File: src/rtl/arm_pipe_pkg.sv
// ---------------------------------------------------------------------------
// arm_pipe_pkg
// Shared definitions for the decode-to-execute operand stage.
//   CTRL_W     : default width of the decoded control word carried to EX
//   REG_PC     : register number of the PC (R15), never forwarded or hazarded
//   fwd_sel_e  : operand source selected by the forwarding mux
// ---------------------------------------------------------------------------
package arm_pipe_pkg;

  localparam int unsigned CTRL_W = 24;
  localparam logic [3:0]  REG_PC = 4'hF;

  typedef enum logic [1:0] {
    FWD_RF  = 2'd0,
    FWD_WB  = 2'd1,
    FWD_MEM = 2'd2,
    FWD_EX  = 2'd3
  } fwd_sel_e;

endpackage

File: src/rtl/operand_fwd_mux.sv
// ---------------------------------------------------------------------------
// operand_fwd_mux
// Resolves one source operand against the instructions in EX, MEM and WB.
// Build option: OPERAND_FORWARD_EN
//   defined   : EX (non-load) > MEM > WB > register file forwarding; only a
//               load in EX producing this source raises the hazard flag.
//   undefined : operand always comes from the register file; any writer in
//               EX, MEM or WB producing this source raises the hazard flag.
// Ports:
//   idx_i, use_i          source register number / source is really read
//   ex_*_i, mem_*_i, wb_*_i  pipeline destination, write enable and data
//   rf_data_i             register-file read data for this source
//   operand_o             resolved operand
//   hazard_o              this source cannot be resolved this cycle
// ---------------------------------------------------------------------------
module operand_fwd_mux (
  input  logic [3:0]  idx_i,
  input  logic        use_i,
  input  logic        ex_wr_i,
  input  logic        ex_load_i,
  input  logic [3:0]  ex_dest_i,
  input  logic [31:0] ex_result_i,
  input  logic        mem_wr_i,
  input  logic [3:0]  mem_dest_i,
  input  logic [31:0] mem_result_i,
  input  logic        wb_wr_i,
  input  logic [3:0]  wb_dest_i,
  input  logic [31:0] wb_data_i,
  input  logic [31:0] rf_data_i,
  output logic [31:0] operand_o,
  output logic        hazard_o
);
  import arm_pipe_pkg::*;

  logic     tracked_s;
  logic     ex_load_hit_s;
  logic     ex_alu_hit_s;
  logic     mem_hit_s;
  logic     wb_hit_s;
  fwd_sel_e sel_s;

  // Unused sources and the PC never take part in dependency checks.
  assign tracked_s     = use_i && (idx_i != REG_PC);
  assign ex_load_hit_s = tracked_s && ex_wr_i && (ex_dest_i == idx_i) && ex_load_i;
  assign ex_alu_hit_s  = tracked_s && ex_wr_i && (ex_dest_i == idx_i) && !ex_load_i;
  assign mem_hit_s     = tracked_s && mem_wr_i && (mem_dest_i == idx_i);
  assign wb_hit_s      = tracked_s && wb_wr_i && (wb_dest_i == idx_i);

`ifdef OPERAND_FORWARD_EN
  // Youngest producer wins; a load in EX has no data yet, so it is skipped
  // here and reported as a hazard instead. WB must forward because the
  // register file reads before it writes.
  always_comb begin
    sel_s = FWD_RF;
    if (ex_alu_hit_s) begin
      sel_s = FWD_EX;
    end else if (mem_hit_s) begin
      sel_s = FWD_MEM;
    end else if (wb_hit_s) begin
      sel_s = FWD_WB;
    end else begin
      sel_s = FWD_RF;
    end
  end

  assign hazard_o = ex_load_hit_s;
`else
  // Without forwarding every in-flight producer must drain past WB.
  assign sel_s    = FWD_RF;
  assign hazard_o = ex_load_hit_s || ex_alu_hit_s || mem_hit_s || wb_hit_s;
`endif

  // Operand data select.
  always_comb begin
    operand_o = rf_data_i;
    case (sel_s)
      FWD_EX:  operand_o = ex_result_i;
      FWD_MEM: operand_o = mem_result_i;
      FWD_WB:  operand_o = wb_data_i;
      FWD_RF:  operand_o = rf_data_i;
      default: operand_o = rf_data_i;
    endcase
  end

endmodule

File: src/rtl/operand_fetch_stage.sv
// ---------------------------------------------------------------------------
// operand_fetch_stage
// Decode-to-execute operand stage: resolves rn/rm/rs against EX/MEM/WB,
// detects hazards, and loads the ID/EX pipeline register.
// Build option: OPERAND_FORWARD_EN (see operand_fwd_mux); undefined by default,
// in which case no forwarding is done and dependents stall until written back.
// Ports:
//   clock, reset_n        rising-edge clock, asynchronous active-low reset
//   id_valid, id_ctrl     decode instruction valid / decoded control word
//   rn/rm/rs_idx, use_*   source register numbers and read flags
//   rf_y1/y2/y3           register-file read data for rn/rm/rs
//   ex_*, mem_*, wb_*     downstream destinations, write enables and data
//   flush                 kill the instruction entering EX
//   hazard_stall          combinational stall for IF/ID and the PC enable
//   ex_valid, ex_ctrl     registered EX valid / control word
//   ex_a, ex_b, ex_c      registered resolved operands (rn, rm, rs)
//   stall_count           registered saturating count of stall cycles
// ---------------------------------------------------------------------------
module operand_fetch_stage #(
  parameter int unsigned CTRL_W = arm_pipe_pkg::CTRL_W,
  parameter int unsigned CNT_W  = 16
) (
  input  logic              clock,
  input  logic              reset_n,
  input  logic              id_valid,
  input  logic [CTRL_W-1:0] id_ctrl,
  input  logic [3:0]        rn_idx,
  input  logic [3:0]        rm_idx,
  input  logic [3:0]        rs_idx,
  input  logic              use_rn,
  input  logic              use_rm,
  input  logic              use_rs,
  input  logic [31:0]       rf_y1,
  input  logic [31:0]       rf_y2,
  input  logic [31:0]       rf_y3,
  input  logic              ex_wr,
  input  logic              ex_load,
  input  logic [3:0]        ex_dest,
  input  logic [31:0]       ex_result,
  input  logic              mem_wr,
  input  logic [3:0]        mem_dest,
  input  logic [31:0]       mem_result,
  input  logic              wb_wr,
  input  logic [3:0]        wb_dest,
  input  logic [31:0]       wb_data,
  input  logic              flush,
  output logic              hazard_stall,
  output logic              ex_valid,
  output logic [CTRL_W-1:0] ex_ctrl,
  output logic [31:0]       ex_a,
  output logic [31:0]       ex_b,
  output logic [31:0]       ex_c,
  output logic [CNT_W-1:0]  stall_count
);

  logic [31:0]       op_a_s, op_b_s, op_c_s;
  logic              haz_a_s, haz_b_s, haz_c_s;
  logic              hazard_stall_s;

  logic              ex_valid_q, ex_valid_d;
  logic [CTRL_W-1:0] ex_ctrl_q,  ex_ctrl_d;
  logic [31:0]       ex_a_q, ex_a_d;
  logic [31:0]       ex_b_q, ex_b_d;
  logic [31:0]       ex_c_q, ex_c_d;
  logic [CNT_W-1:0]  stall_cnt_q, stall_cnt_d;

  operand_fwd_mux u_fwd_rn (
    .idx_i(rn_idx), .use_i(use_rn),
    .ex_wr_i(ex_wr), .ex_load_i(ex_load), .ex_dest_i(ex_dest), .ex_result_i(ex_result),
    .mem_wr_i(mem_wr), .mem_dest_i(mem_dest), .mem_result_i(mem_result),
    .wb_wr_i(wb_wr), .wb_dest_i(wb_dest), .wb_data_i(wb_data),
    .rf_data_i(rf_y1), .operand_o(op_a_s), .hazard_o(haz_a_s)
  );

  operand_fwd_mux u_fwd_rm (
    .idx_i(rm_idx), .use_i(use_rm),
    .ex_wr_i(ex_wr), .ex_load_i(ex_load), .ex_dest_i(ex_dest), .ex_result_i(ex_result),
    .mem_wr_i(mem_wr), .mem_dest_i(mem_dest), .mem_result_i(mem_result),
    .wb_wr_i(wb_wr), .wb_dest_i(wb_dest), .wb_data_i(wb_data),
    .rf_data_i(rf_y2), .operand_o(op_b_s), .hazard_o(haz_b_s)
  );

  operand_fwd_mux u_fwd_rs (
    .idx_i(rs_idx), .use_i(use_rs),
    .ex_wr_i(ex_wr), .ex_load_i(ex_load), .ex_dest_i(ex_dest), .ex_result_i(ex_result),
    .mem_wr_i(mem_wr), .mem_dest_i(mem_dest), .mem_result_i(mem_result),
    .wb_wr_i(wb_wr), .wb_dest_i(wb_dest), .wb_data_i(wb_data),
    .rf_data_i(rf_y3), .operand_o(op_c_s), .hazard_o(haz_c_s)
  );

  // Must stay combinational: it gates the PC enable in the same cycle.
  assign hazard_stall_s = id_valid && (haz_a_s || haz_b_s || haz_c_s);
  assign hazard_stall   = hazard_stall_s;

  // ID/EX capture: flush, stall or an empty decode slot all insert a bubble.
  // Operands hold on a bubble; only valid and control are cleared.
  always_comb begin
    ex_valid_d = ex_valid_q;
    ex_ctrl_d  = ex_ctrl_q;
    ex_a_d     = ex_a_q;
    ex_b_d     = ex_b_q;
    ex_c_d     = ex_c_q;
    if (flush || hazard_stall_s || !id_valid) begin
      ex_valid_d = 1'b0;
      ex_ctrl_d  = {CTRL_W{1'b0}};
    end else begin
      ex_valid_d = 1'b1;
      ex_ctrl_d  = id_ctrl;
      ex_a_d     = op_a_s;
      ex_b_d     = op_b_s;
      ex_c_d     = op_c_s;
    end
  end

  // Stall counter next state, saturating at all-ones.
  always_comb begin
    stall_cnt_d = stall_cnt_q;
    if (hazard_stall_s && (stall_cnt_q != {CNT_W{1'b1}})) begin
      stall_cnt_d = stall_cnt_q + {{(CNT_W-1){1'b0}}, 1'b1};
    end else begin
      stall_cnt_d = stall_cnt_q;
    end
  end

  // Pipeline register and counter state.
  always_ff @(posedge clock or negedge reset_n) begin
    if (!reset_n) begin
      ex_valid_q  <= 1'b0;
      ex_ctrl_q   <= {CTRL_W{1'b0}};
      ex_a_q      <= 32'h0000_0000;
      ex_b_q      <= 32'h0000_0000;
      ex_c_q      <= 32'h0000_0000;
      stall_cnt_q <= {CNT_W{1'b0}};
    end else begin
      ex_valid_q  <= ex_valid_d;
      ex_ctrl_q   <= ex_ctrl_d;
      ex_a_q      <= ex_a_d;
      ex_b_q      <= ex_b_d;
      ex_c_q      <= ex_c_d;
      stall_cnt_q <= stall_cnt_d;
    end
  end

  assign ex_valid    = ex_valid_q;
  assign ex_ctrl     = ex_ctrl_q;
  assign ex_a        = ex_a_q;
  assign ex_b        = ex_b_q;
  assign ex_c        = ex_c_q;
  assign stall_count = stall_cnt_q;

endmodule

File: config.mk
export PLATFORM = sky130hd
export DESIGN_NAME = operand_fetch_stage
export DESIGN_NICKNAME = d
export VERILOG_FILES = /design/src/rtl/arm_pipe_pkg.sv /design/src/rtl/operand_fwd_mux.sv /design/src/rtl/operand_fetch_stage.sv
export SDC_FILE = /design/constraint.sdc
export NUM_CORES = 1
export LEC_CHECK = 0
export ABC_AREA = 1
export CAP_MARGIN = 10
export CORE_AREA = 4 4 148 150
export DETAILED_ROUTE_END_ITERATION = 6
export DIE_AREA = 0 0 152 154
export PLACE_DENSITY = 0.72
export SETUP_SLACK_MARGIN = 0.02
export SYNTH_ARGS = -nofsm -noshare
export SYNTH_HDL_FRONTEND = slang
export SYNTH_SLANG_ARGS = --single-unit
File: constraint.sdc
create_clock -name clock -period 1.65 [get_ports clock]
set_input_delay 0.165 -clock clock [delete_from_list [all_inputs] [get_ports clock]]
set_output_delay 0.165 -clock clock [all_outputs]
set_load 0.01 [all_outputs]
==> run summary, run 1 <==
status = finished, final reports clean
crit start category = flip-flop
Clock Root Buffer = clkbuf_16
Die Footprint = 23,410 um^2
Max-slew headroom = 0.7515
worst hold slack = 0.2338 ns
Max Slew Vio Count = 0
Final Instance Area = 11,080 um^2
WL final = 22.87 mm
Top Ports = 389
first-pass GRT wire length = 35.72 mm
Data arrival, critical path = 1.39 ns
top-count cell post-synth = nand2_1
Finished Layout Cells = 1,431
register area share after synthesis = 0.5269
final estimated routing congestion in global placement = 0.8731
Synth Area per Inst = 8.215 um^2
max frequency = 0.6435 GHz
# setup viols final = 0
synth unique cells = 26
synth top area cells = dfrtp_1, nand2_1, nand4_1, inv_1, nor2_1
P_sw = 3394 uW
core box area = 20,690 um^2
Via-to-Cell Ratio = 4.725
TritonCTS clock tree = built
share of layout cells above drive strength 1 = 0.1801
Critical-path top delay cell = clkdlybuf4s50_1
CP bufs+invs = 1
leakage power = 0.005589 uW
Seq. cell area = 3436 um^2
pwr/cell area = 1028 nW/um^2
Worst Skew = 0.005405 ns
initial antenna violation count = 1
reg2reg setup slack = 0.1 ns
clk sinks = 137
delay-heaviest family, CP = buffers and inverters
Post-DP HPWL = 17.03 mm
Critical Path RT = 1.48 ns
area grow syn2layout = 70.37%
Vias = 6,761
Max clock buf depth = 2
Reg power frac = 0.367
Internal = 8000 uW
number of global-route vias before repair = 6,655
die span in x = 152 um
number of port buffers = 291
GRT Util Overall = 0.1900
antenna violation net count after detailed routing = 0
placed cell areas = 10,280 um^2
Primary FF master, synth = dfrtp_1
grt total ovfl = 0
period utilization = 0.9418
Post-synth ARST share = 1.000
DRC = 0
clk slew on worst S/H paths = 0.07 ns
Peak supply drop = 0.6199 mV
M3 GR Usage = 0.04954
cell breakdown of the critical path = clkdlybuf4s50_1
top cell type's share of synthesized area = 0.5269
Fillers = 1,926
GR Util met2 = 0.3127
most used routing layer = met2
clock share of power = 0.349
most common library cells after synthesis = nand2_1, dfrtp_1, nand4_1, inv_1, nor2_1
pin slew with the least headroom to its limit = 0.3728 ns
combinational power share = 0.284
Post-synth EDFFs = 0
flops & latches, synth = 137
Syn Nets = 1,044
max_cap viols = 0
Worst Hold Class = primary input to asynchronous set/reset pin
Max stage delay on crit path = 0.56 ns
Yosys Warn Count = 0
WS Path Type = flip-flop to primary output
H-Tree Depth = 4
mapped cell area = 6506 um^2
final hold vios = 0
DRT Pass-1 Iters = 4
post-synthesis cell count = 792
Die Y = 154 um
Max Fanout on Critical Path = 6
RSZ-0062 raised after global routing = true
largest net degree at the start of global routing = 57
area occupied by multi-input gates = 2735 um^2
Final nets = 1,394
wire length per cell = 15.98 um
later-pin clock latency in the skew report = 0.41 ns
min cycle time layout = 1.554 ns
Sw Share = 0.2979
Synth area leader = dfrtp_1
cell row count = 53
initial drt markers = 489
placed insts = 1,382
crit end category = primary output
total CTS buffers = 17
met1 Usage GRT = 0.2408
initial core utilization = 0.3145
-- kinds of logic (layout without fill, tap and decap cells) --
group | Yosys count | in the layout | share of synthesized area
flip-flops | 137 | 137 | 0.5269
AO/OA/AOI/OAI | 20 | 20 | 0.01635
adder cells (fa/ha/maj) | 1 | 1 | 0.001923
AND/OR/NAND/NOR | 508 | 509 | 0.3517
XOR/XNOR | 18 | 18 | 0.02423
other | 0 | 1 | 0
buffers and inverters | 108 | 470 | 0.07885
-- stage by stage --
stage	setup TNS, ns	power [uW]	util	setup slack, ns
after CTS	-0.02398	11510	0.5319	-0.02398
after global routing	0	12020	0.5357	0.001668
after floorplan	0	5390	-	0.02494
final	0	11390	0.5357	0.09607
after detailed placement	-79.75	7463	0.4968	-0.7533
after global placement	-75.38	7415	0.4968	-0.7757
-- layout make-up --
type | instances | area share
diodes | 1 | 0.0002258
clock buffers | 18 | 0.03962
clock inverters | 14 | 0.01580
inverters | 58 | 0.01964
multi-input cells | 548 | 0.2468
flip-flops and latches | 137 | 0.3100
well taps | 275 | 0.03104
repair buffers | 380 | 0.3369
-- metal layers --
metal	part of all wire	up-vias
li1	-	3287
met1	0.42	3160
met2	0.49	277
met3	0.066	37
met4	0.025	0
met5	0	-
-- final timing paths --
kind	from	end	depth (start not counted)
hold reg to reg	ex_c[7]	ex_c[7]	2
min in group clock	id_ctrl[13]	ex_ctrl[13]	3
setup / recovery	stall_count[11]	stall_count[11]	1
hold / removal	reset_n	ex_ctrl[22]	2
setup reg to reg	stall_count[0]	stall_count[0]	9
max in group asynchronous	reset_n	ex_a[12]	3
-- placed cells by master (no fill, tap or decap), types with 2 or more instances in the layout --
cell	synthesis	final
clkbuf_2	0	17
nand2_2	0	2
nand2_1	310	307
clkbuf_16	0	18
dlygate4sd2_1	0	12
nor2_4	0	3
nand3_1	15	12
buf_4	2	66
inv_6	0	4
dlymetal6s2s_1	0	11
clkdlybuf4s50_1	0	246
xnor2_1	11	10
a21oi_1	5	2
clkdlybuf4s15_1	0	2
o21ai_1	2	5
inv_2	1	15
bufinv_16	0	2
o21ai_2	0	3
dfrtp_1	137	131
nand3_4	1	5
nor3_1	3	2
dfrtp_2	0	6
xor2_1	7	6
inv_1	57	43
inv_8	0	5
buf_6	11	9
buf_12	0	13
nor2_1	45	38
o21ai_0	10	4
a21oi_2	0	3
nand4_1	113	113
clkinvlp_4	0	2
nor2_2	18	22
-- power groups by stage --
stage / combinational (uW) / clock [uW] / sequential [uW]
floorplan: 877 / 0 / 4510
global placement: 3180 / 0 / 4230
detailed placement: 3220 / 0 / 4250
CTS: 3240 / 4080 / 4190
global route: 3510 / 4250 / 4250
finish: 3240 / 3970 / 4180
-- timing repair --
action	4_1_cts	5_1_grt
endpoints found under the setup margin	151	144
endpoints found under the hold margin	36	0
pin swaps	12	27
setup buffers	8	5
hold buffers	1	0
resized for setup	67	74
cloned	1	1
-- worst reg2reg max path: cells and delay by family (launching register included) --
kind	cells	cell delay, ns
and+or+nand+nor	7	0.70
DFF	1	0.38
buffers and inverters	1	0.20
adders and majority gates	1	0.15
-- sequential cells by signal (all words and copies together), names as in the netlist --
register	count
ex_ctrl	24
stall_count	16
ex_b	32
ex_c	32
ex_valid	1
ex_a	32
Power figures use the tool's default switching activity.
==> inputs of run 2 (changes only) <==
--- a/config.mk
+++ b/config.mk
@@ -12,6 +12,7 @@
 export DIE_AREA = 0 0 152 154
 export PLACE_DENSITY = 0.72
 export SETUP_SLACK_MARGIN = 0.02
+export SLEW_MARGIN = 20
 export SYNTH_ARGS = -nofsm -noshare
 export SYNTH_HDL_FRONTEND = slang
 export SYNTH_SLANG_ARGS = --single-unit
==> results of run 2 <==
The final DEF is identical to that of run 1; final timing and power are the same.
